[src/rtl/cga_mac_seg_load_ctl.sv]
// cga_mac_seg_load_ctl: arbitrates two requesters for the MAC segment
// register, sequences setup/strobe/check and reports readback status.
`timescale 1ns/1ps
module cga_mac_seg_load_ctl #(
    parameter int unsigned WIDTH     = 8,
    parameter int unsigned SETUP_CYC = 1,
    parameter int unsigned RR_MODE   = 0
) (
    input  logic             sysclk,
    input  logic             sys_rst_n,
    input  logic             REQ_A,
    input  logic [WIDTH-1:0] DATA_A,
    input  logic             REQ_B,
    input  logic [WIDTH-1:0] DATA_B,
    output logic             ACK_A,
    output logic             ACK_B,
    output logic [WIDTH-1:0] SEG_D,
    output logic             LLDSEG,
    input  logic [WIDTH-1:0] SEG_Q,
    input  logic             SEGZN,
    output logic             BUSY,
    output logic             SEG_ZERO,
    output logic             LOAD_ERR
);

    localparam int unsigned CNT_W = 3;

    // Setup hold count must fit the 3-bit counter and be at least one cycle.
    if (SETUP_CYC == 0 || SETUP_CYC > 7) begin : g_bad_setup_cyc
        $error("SETUP_CYC must be in the range 1..7");
    end

    typedef enum logic [1:0] {
        S_IDLE   = 2'd0,
        S_SETUP  = 2'd1,
        S_STROBE = 2'd2,
        S_CHECK  = 2'd3
    } state_e;

    state_e             state_q, state_d;
    logic [CNT_W-1:0]   cnt_q, cnt_d;
    logic [WIDTH-1:0]   data_q, data_d;
    logic               gnt_b_q, gnt_b_d;   // granted requester is B
    logic               rr_b_q, rr_b_d;     // B has tie priority (round-robin)
    logic               lldseg_q, lldseg_d;
    logic               ack_a_q, ack_a_d;
    logic               ack_b_q, ack_b_d;
    logic               busy_q, busy_d;
    logic               seg_zero_q, seg_zero_d;
    logic               load_err_q, load_err_d;
    logic               pick_b;

    // Next-state, arbitration and registered-output decode.
    always_comb begin
        state_d    = state_q;
        cnt_d      = cnt_q;
        data_d     = data_q;
        gnt_b_d    = gnt_b_q;
        rr_b_d     = rr_b_q;
        seg_zero_d = seg_zero_q;
        load_err_d = load_err_q;
        pick_b     = 1'b0;

        case (state_q)
            S_IDLE: begin
                if (REQ_A || REQ_B) begin
                    pick_b  = REQ_B && (!REQ_A || ((RR_MODE != 0) && rr_b_q));
                    gnt_b_d = pick_b;
                    rr_b_d  = !pick_b;
                    data_d  = pick_b ? DATA_B : DATA_A;
                    cnt_d   = CNT_W'(SETUP_CYC - 1);
                    state_d = S_SETUP;
                end
            end
            S_SETUP: begin
                if (cnt_q == '0) begin
                    state_d = S_STROBE;
                end else begin
                    cnt_d = cnt_q - CNT_W'(1);
                end
            end
            S_STROBE: begin
                state_d = S_CHECK;
            end
            S_CHECK: begin
                load_err_d = (SEG_Q != data_q);
                seg_zero_d = ~SEGZN;
                state_d    = S_IDLE;
            end
            default: begin
                state_d = S_IDLE;
            end
        endcase

        lldseg_d = (state_d == S_STROBE);
        ack_a_d  = (state_d == S_CHECK) && !gnt_b_d;
        ack_b_d  = (state_d == S_CHECK) && gnt_b_d;
        busy_d   = (state_d != S_IDLE);
    end

    // State and output registers; reset aborts any load in flight.
    always_ff @(posedge sysclk or negedge sys_rst_n) begin
        if (!sys_rst_n) begin
            state_q    <= S_IDLE;
            cnt_q      <= '0;
            data_q     <= '0;
            gnt_b_q    <= 1'b0;
            rr_b_q     <= 1'b0;
            lldseg_q   <= 1'b0;
            ack_a_q    <= 1'b0;
            ack_b_q    <= 1'b0;
            busy_q     <= 1'b0;
            seg_zero_q <= 1'b0;
            load_err_q <= 1'b0;
        end else begin
            state_q    <= state_d;
            cnt_q      <= cnt_d;
            data_q     <= data_d;
            gnt_b_q    <= gnt_b_d;
            rr_b_q     <= rr_b_d;
            lldseg_q   <= lldseg_d;
            ack_a_q    <= ack_a_d;
            ack_b_q    <= ack_b_d;
            busy_q     <= busy_d;
            seg_zero_q <= seg_zero_d;
            load_err_q <= load_err_d;
        end
    end

    assign SEG_D    = data_q;
    assign LLDSEG   = lldseg_q;
    assign ACK_A    = ack_a_q;
    assign ACK_B    = ack_b_q;
    assign BUSY     = busy_q;
    assign SEG_ZERO = seg_zero_q;
    assign LOAD_ERR = load_err_q;

endmodule

[config.mk]
export PLATFORM = sky130hd
export DESIGN_NAME = cga_mac_seg_load_ctl
export DESIGN_NICKNAME = d
export VERILOG_FILES = /design/src/rtl/cga_mac_seg_load_ctl.sv
export SDC_FILE = /design/constraint.sdc
export NUM_CORES = 1
export LEC_CHECK = 0
export CELL_PAD_IN_SITES_DETAIL_PLACEMENT = 0
export CELL_PAD_IN_SITES_GLOBAL_PLACEMENT = 1
export CORE_ASPECT_RATIO = 1.5
export CORE_MARGIN = 4
export CORE_UTILIZATION = 28
export CTS_CLUSTER_SIZE = 12
export DETAILED_ROUTE_END_ITERATION = 8
export HOLD_SLACK_MARGIN = 0.12
export PLACE_DENSITY = 0.7
export SLEW_MARGIN = 20
export SYNTH_ARGS = -nofsm -noshare
export SYNTH_HDL_FRONTEND = slang
export SYNTH_SLANG_ARGS = --single-unit
[constraint.sdc]
create_clock -name sysclk -period 1.4 [get_ports sysclk]
set_input_delay 0.28 -clock sysclk [delete_from_list [all_inputs] [get_ports sysclk]]
set_output_delay 0.28 -clock sysclk [all_outputs]
set_load 0.01 [all_outputs]
After elaboration in Yosys (flattened, before gate mapping). Index checks and enable logic that the tools add are counted.

Add/subtract/negate cells: 1. Equal/unequal tests: 8. Muxes and demuxes: 9. Bitwise gates (word level): 1. Reductions and logical operators: 12.

Operators by type and width (count): equality test 2 bit, second input constant (4); 2-to-1 mux 8 bit (1); inequality test 8 bit (1); one-hot mux 2 bit (4 select lines) (1); 2-to-1 mux 3 bit (2); one-hot mux 3 bit (2 select lines) (1); 2-to-1 mux 2 bit (2); inequality test 2 bit, second input constant (2); nonzero test 2 bit (2); logical AND 1 bit (3); logical NOT 3 bit (1); AND reduction 3 bit (1); subtractor 3 x 1 -> 3 bit, second input constant (1); equality test 2 x 1 -> 1 bit, second input constant (1); logical NOT 1 bit (2); logical NOT 2 bit (1); 2-to-1 mux 1 bit (2); AND reduction 2 bit (1); logical OR 1 bit (1); inverter 1 bit (1).

Register bits: 20. Bits of input ports: 29. Output and inout port bits: 14. Word-level logic and storage cells: 41.

Longest topological paths before layout.
Depth in word-level cells: 6. Depth in mapped cells: 7. Mapped depth without buffers: 6.

Least setup slack after synthesis. OpenSTA, ideal clock, no wires.

Kind: reg-to-reg. Start point: reg cnt_q[0]. End point: reg cnt_q[1]. Library setup time: 120 ps. Data arrival time: 1441 ps. Data required time: 1280 ps. Setup slack: -161 ps. Stages on the path, launching flop included: 7. Buffers on the path: 1. Period minus slack after synthesis: 1561 ps. Path through: dfrtp_1 > inv_1 > ha_1 > ha_1 > or3b_1 > clkbuf_2 > a31o_2.

Longest elaborated chain between the ends: 3. Elaborated cells on any way between the ends: 6. Those cells by class: add/sub: 1; eq/ne: 1; mux: 2; reduce/logical: 2.

Ends and longest elaborated chain: start, declared (line 41) `logic [CNT_W-1:0] cnt_q, cnt_d;`; start signal, assigned (line 117) `cnt_q <= cnt_d;`; subtractor 3 x 1 -> 3 bit / logical NOT 3 bit (equally long branches) (line 79, 76); 2-to-1 mux 3 bit / inequality test 2 bit (equally long branches); one-hot mux 3 bit (2 select lines) / AND reduction 3 bit (equally long branches).

Several ways; a longest one is shown, not always the timed one. The select of a mux whose other input is x is not followed. A chain may end at the register's enable or synchronous reset.

Worst setup path in the final report.
Start point: reg cnt_q[1]. End point: reg cnt_q[1].

The elaborated chain is that of the path after synthesis.

==> metrics.txt <==
VDD IR max roughly 0.00086 V; router iterations before antenna repair 2; vias 780; Sequential Power Share between 30 and 40%; YS warnings 0; Cell Chain, Critical Path inv_1 > ha_2 > ha_4 > or3b_4 > a31o_2; post-synth top area share 49.9%; Mapped Cells just over 80; max-slew violation count 0; Synth cell types 26; Port Buf Inserts 42; Tightest Pin Transition 0.267 ns; initial antenna violation count 0; net count after synthesis 112; pin count of the biggest net entering global routing 21; clock latency on the worst-skew pair between 0.2 and 0.3 ns; max_slew headroom 82.2%; CP Data Required Time around 1.6 ns; startpoint type of the worst setup path flop; Initial Util a little under 30%; failing checks negative setup slack; CTS tree yes; RSZ-0062 raised after global routing true; GR Overflow Total 0; # rows 26; hpwl dp ~1800 µm; sw frac between 30% and 40%; CTS Buf Count 3; layout cells sized above 1 30.7%; clock sink total 20; skew final approximately 0.0018 ns; top_reg_cell synth dfrtp_1; Slowest-stage cell, CP or3b_4; Syn Std Cell Area between 1000 and 1500 µm²; Max Fclk between 0.6 and 0.7 GHz; Max stage delay on crit path between 0.4 and 0.5 ns; net switching power between 0.8 and 0.9 mW; CP Capture Type flop; H-Tree Depth 1; maxcap violations 0; number of global-route vias before repair just under 900; global-route wire length before repair about 3800 µm; Internal approximately 1.7 mW; Worst Path Arrival around 1.7 ns; design area around 1600 µm²; Placed Area 1560 µm²; type of the worst setup path flop to flop; outcome complete, but fails checks; first-iteration detailed-routing DRC count 12; Die X between 50 and 60 µm; Ports between 40 and 50; RD Place Congestion 0.736; final hold vios 0; power share of the clock group 17.2%; count of flip-flops with a built-in enable after synthesis 0; number of diodes 0; DR DRC count 0; post-cts hold buffer count 0; Commonest cells post-synth 20 x dfrtp_1, 8 x mux2_2, 8 x mux2_4, 8 x xor2_1, 6 x nor2_1; clk buf depth 2; Area growth syn-to-layout 64.0%; power per cell area 1560 nW/µm²; Fin Hold WS ~0.36 ns; fin cells approximately 180; async set-reset flop share out of synthesis 100%; hold crit path type input port to asynchronous set/reset pin; Comb power frac about 45%; register area share after synthesis around half; Synth Register Bits 20; worst-path fanout max 7; Total GRT Usage roughly a tenth; Period Utilization, post-route 107%; Die Height between 80 and 90 µm; synth top area cells dfrtp_1 50%, mux2_4 12%, mux2_2 9.0%; clock-pin slew on the worst setup and hold paths roughly 0.08 ns; Final setup viols 4; Avg WL per Cell between 10 and 15 µm; Yosys top cell by area dfrtp_1; Syn Area/Cell ~12 µm²; fin crit period ~1.5 ns; Worst Slack Setup Final -0.104 ns; antenna viol nets, final 0; Core Footprint around 3400 µm²; Layout Nets around 170; wirelength, routed between 2000 and 2500 µm; Placed Cells incl. Taps roughly 180; Leakage 0.786 nW; Via density between 4 and 5; top-count cell post-synth dfrtp_1; Die ar. 4630 µm²; number of fill cells in the layout 347; Clock Tree Root clkbuf_8
-- layout make-up --
class | count | area, µm² | share of cell area [%]
clock buffers | 4 | 55.1 | 3.35
well taps | 42 | 52.6 | 3.19
flip-flops and latches | 20 | 500 | 30.4
inverters | 4 | 15.0 | 0.913
repair buffers | 55 | 517 | 31.4
multi-input cells | 54 | 505 | 30.7
-- worst max-delay path: cells and delay by family (launching register included) --
kind | cells | cell delay [ns]
compound gates | 1 | 0.22
simple gates | 1 | 0.44
flops | 1 | 0.36
fa+ha+maj | 2 | 0.33
buf+inv | 1 | 0.05
-- layout by cell type, fill, tap and decap left out, types with 2 or more instances in the layout --
master            n
dfrtp_1          20
o21ai_0           2
dlymetal6s2s_1    3
inv_1             4
nor2_1            6
nor4_1            2
dlygate4sd2_1    13
xor2_1            8
buf_4            11
mux2_2            8
clkdlybuf4s50_1  26
nand2_1           2
clkbuf_8          4
buf_6             2
nand2b_1          2
mux2_4            8
a21oi_1           2
-- final timing paths --
path / startpoint / endpoint / slack (ns) / cells past startpoint
min: sys_rst_n / SEG_D[2]$_DFFE_PN0P_ / 0.36 / 2
max in group asynchronous: sys_rst_n / SEG_D[7]$_DFFE_PN0P_ / 0.83 / 2
max: cnt_q[1]$_DFFE_PN0P_ / cnt_q[1]$_DFFE_PN0P_ / -0.10 / 5
max reg2reg: cnt_q[1]$_DFFE_PN0P_ / cnt_q[1]$_DFFE_PN0P_ / -0.10 / 5
min reg2reg: gnt_b_q$_DFF_PN0_ / ACK_A$_DFF_PN0_ / 0.47 / 1
min in group sysclk: gnt_b_q$_DFF_PN0_ / ACK_A$_DFF_PN0_ / 0.47 / 1
-- cell families after synthesis --
group,synth area share (%)
DFF,49.9
buffers and inverters,3.86
adders and majority gates,2.49
muxes,20.9
and+or+nand+nor,9.60
xor gates and xnor gates,6.98
AOI/OAI and AO/OA,6.24
-- registers in the layout (all words and copies together) (netlist names) --
register	count
ACK_A	1
ACK_B	1
BUSY	1
LLDSEG	1
LOAD_ERR	1
SEG_D	8
SEG_ZERO	1
cnt_q	3
gnt_b_q	1
state_q	2
-- power by group through the flow --
stage / Combinational [mW] / Sequential (mW) / Clock, mW
floorplan: 0.480 / 1.07 / 0
global placement: 1.23 / 0.988 / 0
detailed placement: 1.26 / 0.991 / 0
CTS: 1.18 / 0.978 / 0.454
global route: 1.27 / 1.01 / 0.470
finish: 1.15 / 0.971 / 0.442
-- layer usage --
metal / wire (µm) / global-route usage, %
met5: 0 / 0
met4: 0 / 2.78
met3: 193 / 2.86
met2: 1130 / 19.2
met1: 894 / 11.2
-- through the flow --
| stage | setup TNS [ns] | power, mW | util (%) | worst slack, ns |
|---|---|---|---|---|
| floorplan | -0.237 | 1.55 | - | -0.0928 |
| global placement | -3.43 | 2.22 | 45.5 | -0.367 |
| detailed placement | -3.74 | 2.25 | 45.5 | -0.406 |
| CTS | -0.247 | 2.61 | 47.7 | -0.0877 |
| global route | -0.553 | 2.75 | 48.2 | -0.165 |
| finish | -0.291 | 2.56 | 48.2 | -0.104 |
-- timing repair --
action | CTS | global route
pin swaps | 1 | 2
gates resized for setup | 21 | 4
setup buffers | 0 | 0
endpoints found under the setup margin | 23 | 7
Note: power is estimated with default switching activity, not from simulation.
